`config.mk`:
```
export PLATFORM = sky130hd
export DESIGN_NAME = bcd_down_timer_flat
export DESIGN_NICKNAME = d
export VERILOG_FILES = /design/src/rtl/bcd_pkg.sv /design/src/rtl/bcd_down_timer_if.sv /design/src/rtl/bcd_down_digit.sv /design/src/rtl/bcd_down_timer.sv /design/src/flat_wrapper.sv
export SDC_FILE = /design/constraint.sdc
export NUM_CORES = 1
export LEC_CHECK = 0
export CAP_MARGIN = 15
export CORE_MARGIN = 10
export CORE_UTILIZATION = 50
export CTS_BUF_LIST = sky130_fd_sc_hd__clkbuf_8
export DETAILED_ROUTE_END_ITERATION = 7
export GPL_ROUTABILITY_DRIVEN = 0
export PLACE_DENSITY = 0.87
export SYNTH_ARGS = -nofsm -noshare
export SYNTH_HDL_FRONTEND = slang
export SYNTH_SLANG_ARGS = --single-unit
```
`constraint.sdc`:
```
create_clock -name clk -period 2.6 [get_ports clk]
set_input_delay 0.39 -clock clk [delete_from_list [all_inputs] [get_ports clk]]
set_output_delay 0.39 -clock clk [all_outputs]
set_load 0.01 [all_outputs]
```
`src/rtl/bcd_pkg.sv`:
```
// Shared types and constants for the BCD down-timer: FSM state encoding and
// decade limits, plus the load-time digit clamp.
package bcd_pkg;

    typedef enum logic [1:0] {
        IDLE = 2'd0,
        RUN  = 2'd1,
        DONE = 2'd2
    } state_t;

    localparam logic [3:0] BCD_MAX  = 4'd9;
    localparam logic [3:0] BCD_ZERO = 4'd0;

    // Non-BCD preset codes (A..F) saturate to the largest decimal digit.
    function automatic logic [3:0] bcd_clamp(input logic [3:0] d);
        return (d > BCD_MAX) ? BCD_MAX : d;
    endfunction

endpackage

```
`src/rtl/bcd_down_timer_if.sv`:
```
// Control/data bundle of the BCD down-timer; the timer is the slave side.
interface bcd_down_timer_if #(
    parameter int DIGITS = 4
);
    logic                  tick_in;
    logic                  load;
    logic [4*DIGITS-1:0]   load_val;
    logic                  start;
    logic                  stop;
    logic [4*DIGITS-1:0]   cnt;
    logic                  busy;
    logic                  done;

    modport master (
        output tick_in, load, load_val, start, stop,
        input  cnt, busy, done
    );

    modport slave (
        input  tick_in, load, load_val, start, stop,
        output cnt, busy, done
    );
endinterface

```
`src/rtl/bcd_down_digit.sv`:
```
// One BCD decade of the down-counter: clamped preset load and borrow-driven
// decrement with 0 -> 9 wrap, borrowing from the next decade.
module bcd_down_digit
    import bcd_pkg::*;
(
    input  logic       clk,
    input  logic       rst_n,
    input  logic       borrow_in,
    input  logic       load,
    input  logic [3:0] load_digit,
    output logic [3:0] digit,
    output logic       borrow_out
);

    assign borrow_out = borrow_in && (digit == BCD_ZERO);

    always_ff @(posedge clk or negedge rst_n) begin
        if (!rst_n)
            digit <= BCD_ZERO;
        else if (load)
            digit <= bcd_clamp(load_digit);
        else if (borrow_in)
            digit <= (digit == BCD_ZERO) ? BCD_MAX : digit - 4'd1;
    end

endmodule

```
`src/rtl/bcd_down_timer.sv`:
```
// Cascaded BCD down-timer: IDLE/RUN/DONE control with a one-cycle done pulse
// when the count reaches zero; the decades themselves live in bcd_down_digit.
module bcd_down_timer
    import bcd_pkg::*;
#(
    parameter int DIGITS = 4
) (
    input logic              clk,
    input logic              rst_n,
    bcd_down_timer_if.slave  bus
);

    state_t              state, state_nxt;
    logic                done_nxt;
    logic [DIGITS-1:0][3:0] digits;
    logic [DIGITS:0]     borrow;
    logic                cnt_zero, cnt_one;
    logic                unused_borrow;

    assign cnt_zero = (bus.cnt == '0);
    assign cnt_one  = (bus.cnt == (4*DIGITS)'(1));

    // RUN is only ever entered with a non-zero count and left on the tick that
    // reaches zero, so the borrow chain can never wrap the count below zero.
    assign borrow[0] = (state == RUN) && bus.tick_in && !bus.load && !bus.stop;

    genvar i;
    generate
        for (i = 0; i < DIGITS; i++) begin : g_digit
            bcd_down_digit u_digit (
                .clk        (clk),
                .rst_n      (rst_n),
                .borrow_in  (borrow[i]),
                .load       (bus.load),
                .load_digit (bus.load_val[4*i +: 4]),
                .digit      (digits[i]),
                .borrow_out (borrow[i+1])
            );
        end
    endgenerate

    assign bus.cnt       = digits;
    assign unused_borrow = borrow[DIGITS];

    always_comb begin
        state_nxt = state;
        done_nxt  = 1'b0;
        if (bus.load) begin
            state_nxt = IDLE;
        end else begin
            case (state)
                IDLE: begin
                    if (!bus.stop && bus.start) begin
                        if (cnt_zero) begin
                            state_nxt = DONE;
                            done_nxt  = 1'b1;
                        end else begin
                            state_nxt = RUN;
                        end
                    end
                end
                RUN: begin
                    if (bus.stop) begin
                        state_nxt = IDLE;
                    end else if (bus.tick_in && cnt_one) begin
                        state_nxt = DONE;
                        done_nxt  = 1'b1;
                    end
                end
                DONE:    state_nxt = DONE;
                default: state_nxt = IDLE;
            endcase
        end
    end

    always_ff @(posedge clk or negedge rst_n) begin
        if (!rst_n) begin
            state    <= IDLE;
            bus.done <= 1'b0;
            bus.busy <= 1'b0;
        end else begin
            state    <= state_nxt;
            bus.done <= done_nxt;
            bus.busy <= (state_nxt == RUN);
        end
    end

endmodule

```
`src/flat_wrapper.sv`:
```
// flat-port wrapper written by rule: the top's interface ports become plain ports
module bcd_down_timer_flat import bcd_pkg::*;
#(
    parameter int DIGITS = 4
)
  (clk, rst_n, bus_tick_in, bus_load, bus_load_val, bus_start, bus_stop, bus_cnt, bus_busy, bus_done);
  bcd_down_timer_if #(.DIGITS(DIGITS)) bus_i ();
  input logic clk;
  input logic rst_n;
  input wire logic [$bits(bus_i.tick_in)-1:0] bus_tick_in;
  input wire logic [$bits(bus_i.load)-1:0] bus_load;
  input wire logic [$bits(bus_i.load_val)-1:0] bus_load_val;
  input wire logic [$bits(bus_i.start)-1:0] bus_start;
  input wire logic [$bits(bus_i.stop)-1:0] bus_stop;
  output wire logic [$bits(bus_i.cnt)-1:0] bus_cnt;
  output wire logic [$bits(bus_i.busy)-1:0] bus_busy;
  output wire logic [$bits(bus_i.done)-1:0] bus_done;
  assign bus_i.tick_in = bus_tick_in;
  assign bus_i.load = bus_load;
  assign bus_i.load_val = bus_load_val;
  assign bus_i.start = bus_start;
  assign bus_i.stop = bus_stop;
  assign bus_cnt = bus_i.cnt;
  assign bus_busy = bus_i.busy;
  assign bus_done = bus_i.done;
  bcd_down_timer #(.DIGITS(DIGITS)) u_core (.clk(clk), .rst_n(rst_n), .bus(bus_i));
endmodule
```
; After elaboration in Yosys (flattened, before gate mapping)
; Index checks and enable logic that the tools add are counted.
[op_classes]
n_reduce_logical = 20
mux = 28
n_eq_ne = 4
order_cmp = 4
n_addsub = 4
[ops]
columns = cell, count
row1 = $mux W4, 16
row2 = $eq A16 B1 Y1 const B, 1
row3 = $gt A4 B4 Y1 const B, 4
row4 = $logic_not A16 Y1, 1
row5 = $logic_not A4 Y1, 4
row6 = $sub A4 B1 Y4 const B, 4
row7 = $mux W2, 5
row8 = $logic_and A1 B1 Y1, 8
row9 = $reduce_bool A2 Y1, 4
row10 = $pmux W2 S3, 1
row11 = $mux W1, 5
row12 = $eq A2 B1 Y1 const B, 2
row13 = $eq A2 B2 Y1 const B, 1
row14 = $logic_not A1 Y1, 2
row15 = $logic_not A2 Y1, 1
row16 = $pmux W1 S2, 1
[totals]
inputBits = 22
out_inout_bits = 18
ff_bits = 20
word_cells = 67

; Logic depth before layout (Yosys ltp)
[depth]
depth_word = 9
depth_mapped = 6
depth_no_buf = 4

; Cells and area by module
; From an unflattened synthesis, not the netlist that was laid out.
[unflattened]
cells_unflattened = 117
area_unflattened_um2 = 1229.9
[modules_own_cells]
columns = mod, area_per_inst_um2, seq_area_each_um2, cells_per_inst, n_inst
row1 = bcd_down_digit, 245.2, 100.1, 23, 4
row2 = bcd_down_timer, 249.0, 100.1, 25, 1

; Worst setup path before layout
; OpenSTA, ideal clock, no wires.
[synth_path]
path_kind = register -> register
start = reg u_core.g_digit[2].u_digit.digit[0]
end = reg u_core.g_digit[3].u_digit.digit[1]
n_path_buf = 1
required_time_ns = 2.518
arrival_ns = 1.746
setup_ns = 0.082
period_less_slack_ns = 1.828
slack_ns = 0.772
stages_incl_launch_ff = 6
cell_sequence = dfrtp_1 -> or2_1 -> buf_6 -> or3_4 -> or4_1 -> a31oi_1
[synth_via]
elab_chain_cells = 3
[synth_rtl]
columns = item, line_no
row1 = from (decl), bcd_down_digit.sv:11  ; output logic [3:0] digit,
row2 = from (signal assigned), bcd_down_digit.sv:21  ; digit <= bcd_clamp(load_digit);
row3 = from (signal assigned), bcd_down_digit.sv:23  ; digit <= (digit == BCD_ZERO) ? BCD_MAX : digit - 4'd1;
row4 = $logic_not A4 Y1, bcd_down_digit.sv:15  ; assign borrow_out = borrow_in && (digit == BCD_ZERO);
row5 = $logic_and A1 B1 Y1, bcd_down_digit.sv:15
row6 = $reduce_bool A2 Y1 (no line), n/a
row7 = to (signal assigned), bcd_down_digit.sv:21
row8 = to (signal assigned), bcd_down_digit.sv:23
row9 = to (decl), bcd_down_digit.sv:11
; Every way passes these cells.
; A chain may end at the register's enable or synchronous reset.

; Final worst setup path
[layout_path]
start = reg u_core.g_digit[2].u_digit.digit[1]
end = reg u_core.state[0]
[layout_via]
elab_chain_cells = 6
word_cells_on_any_way = 9
cone_classes = 1 x eq/ne / 6 x mux / 2 x reduce/logical
[layout_rtl]
columns = item, line_no
row1 = $eq A16 B1 Y1, bcd_down_timer.sv:21  ; assign cnt_one = (bus.cnt == (4*DIGITS)'(1));
row2 = $logic_and A1 B1 Y1, bcd_down_timer.sv:65  ; end else if (bus.tick_in && cnt_one) begin
row3 = $mux W2, bcd_down_timer.sv:65
row4 = $mux W2, bcd_down_timer.sv:63  ; if (bus.stop) begin
row5 = $pmux W2 S3 *, bcd_down_timer.sv:51  ; case (state)
row6 = $mux W2 *, bcd_down_timer.sv:48  ; if (bus.load) begin
row7 = net u_core.state_nxt[0], bcd_down_timer.sv:13  ; state_t state, state_nxt;
row8 = to (signal assigned), bcd_down_timer.sv:82  ; state <= state_nxt;
row9 = to (decl), bcd_down_timer.sv:13
; The timed path passes the listed nets; every way through them passes the cells marked *.

==> metrics.txt <==
status completed; Tmin final 1933 ps; RSZ-0062 raised after global routing no; vias in the first global route 1,212; Most used DFF post-synth dfrtp_1; share of the yosys chip area belonging to registers 42.24%; GRT Residual Overflow 0; Peak VDD IR 0.3512 mV; post-synth cell types 38; WL per Instance 16.08 um; crit path DAT 2050 ps; Initial Utilization 53.05%; Fin. Hold Viols 0; CP Class reg -> reg; Skew-Pair Late Insertion Delay 260 ps; Worst Path Required 2720 ps; Post-synth EDFFs 0; fill cell count 166; ANT nets after route 0; root buffer cell clkbuf_8; antenna violations before repair 0; Post-Syn Area 1185 um2; Multi-input gate area 626.9 um2; cts bufs inserted 3; Area Growth Syn to Fin 38.65%; number of diodes 0; wire length of the first global-routing pass 5.278 mm; Seq. cell area 500.5 um2; # resized after CTS 0; Post-CTS Setup Bufs 0; FMAX 517.4 MHz; Cells after Synth 130; total track usage 14.18%; Chip Height 68.68 um; vias per cell 5.848; most common cell after layout, fill and taps aside clkdlybuf4s50_1; Slew Viols, Final 0; cts hold-fix bufs 0; Final Skew 5.346 ps; Sink Count 20; worst-margin pin slew 416.9 ps; syn nets 152; core area 2233 um2; DR WL met2 1.519 mm; met1 WL 1.323 mm; HPWL after DPL 2.484 mm; Iter 0 DRT Violations 60; DRT Wirelength 3.168 mm; Static Leak 0.6106 nW; Top Family by Delay on Critical Path simple AND/OR/NAND/NOR gates; max_cap viols 0; Buf/Inv on CP 0; power density over cell area 465.8 nW/um2; Die X 68.68 um; FP Rows 17; H-tree levels 1; Synth area leaders dfrtp_1 (42%), o21ai_0 (5.5%), o21a_1 (3.8%); uppermost layer routed met4; Slew headroom 71.95%; CP Launch Type flop; Avg Cell Area, Syn 9.115 um2; vias 1,152; Synth top area share 42.24%; #FFs+latches synth 20; setup TNS 0 ps; dominant cell type by area after synthesis dfrtp_1; worst-path maximum fanout 9; Max clock buf depth 2; Clk pin slew, worst setup/hold paths 70 ps; Worst Hold Class in -> async; CTS tree yes; critical path's slowest cell or3_1; critical-path cell list or2_1, or3_1, o41ai_2, a211oi_1; endpoint type of the worst setup path flop; total power 0.0007652 W; number of port buffers 39; largest net degree at the start of global routing 26; most frequent cells in the layout clkdlybuf4s50_1 (39), dfrtp_1 (20), o21ai_0 (13); layout cells sized above 1 6.509%; Yosys warning total 0; die area 4717 um2; Nets 193; Ports 40; period utilisation layout 74.34%; asr flop ratio synth 100.0%; Worst path max stage delay 480 ps; drt pass-1 iters 4; setup violators final 0; drt drc 0; met3 wire length 283 um
==> cells by family after synthesis <==
group	Yosys count	share of synthesized area, %
simple gates	48	23.76
flops	20	42.24
mux	3	2.534
buf+inv	13	4.856
xor+xnor	4	2.957
compound gates	42	23.65
==> path summary, 6_finish.rpt <==
| path | start | endpoint | slack (ps) | cells past startpoint |
|---|---|---|---|---|
| min in group clk | u_core.state[1] | u_core.state[1] | 590 | 1 |
| max in group asynchronous | rst_n | u_core.g_digit[0].u_digit.digit[3] | 1920 | 2 |
| min reg2reg | u_core.state[1] | u_core.state[1] | 590 | 1 |
| min | rst_n | u_core.g_digit[2].u_digit.digit[2] | 470 | 2 |
| max reg2reg | u_core.g_digit[2].u_digit.digit[1] | u_core.state[0] | 670 | 4 |
| max | u_core.g_digit[2].u_digit.digit[1] | u_core.state[0] | 670 | 4 |
==> registers in the layout, summed over array words and instances (netlist names) <==
signal and cells:
u_core.bus.done 1, u_core.state 2, u_core.g_digit.u_digit.digit 16, u_core.bus.busy 1
==> area by class of cell <==
cell class                      count  share of cell area (%)
Multi-Input combinational cell     97                   38.16
Inverter                            7                   1.599
Tap cell                           28                   2.133
Timing Repair Buffer               42                   25.13
Sequential cell                    20                   30.46
Clock buffer                        3                   2.513
==> per-layer routing <==
metal | vias to the layer above | GRT usage, %
li1 | 568 | -
met1 | 538 | 15.23
met2 | 41 | 24.88
met3 | 5 | 4.831
met4 | 0 | 5.779
met5 | - | 0
==> per-stage QoR <==
stage	util (%)	hold slack, ps	setup slack, ps	cells	area (um2)
after floorplan	-	94.41	771.6	130	1185
after global placement	71.71	561.3	450.6	194	1602
after detailed placement	71.71	566.5	409.7	194	1602
after CTS	73.56	480.8	673.9	197	1643
after global routing	73.56	494.9	579.4	197	1643
final	73.56	468.2	667.2	197	1643
==> where the power goes <==
| group | total, W | switching [W] | internal [W] |
|---|---|---|---|
| Clock | 0.000205 | 0.000101 | 0.000103 |
| Combinational | 0.000192 | 0.0000836 | 0.000108 |
| Sequential | 0.000368 | 0.0000333 | 0.000335 |
| Total | 0.000765 | 0.000218 | 0.000547 |
==> cell usage after synthesis, types with 2 or more instances <==
master and count:
o21a_1 6, mux2i_1 3, a21oi_1 4, nor4_1 5
or4_1 3, a211oi_1 3, inv_1 6, nor3_1 4
nand2_1 6, nand3_1 2, dfrtp_1 20, or3_1 5
clkbuf_1 4, a31oi_1 4, or2_2 2, or2_1 2
nand2b_1 2, o22ai_1 3, o21ai_0 13, nor2_1 8
nor2b_1 2, xnor2_1 3, o31a_1 4, o31ai_1 2
No activity file was read; power rests on OpenSTA's default activity.
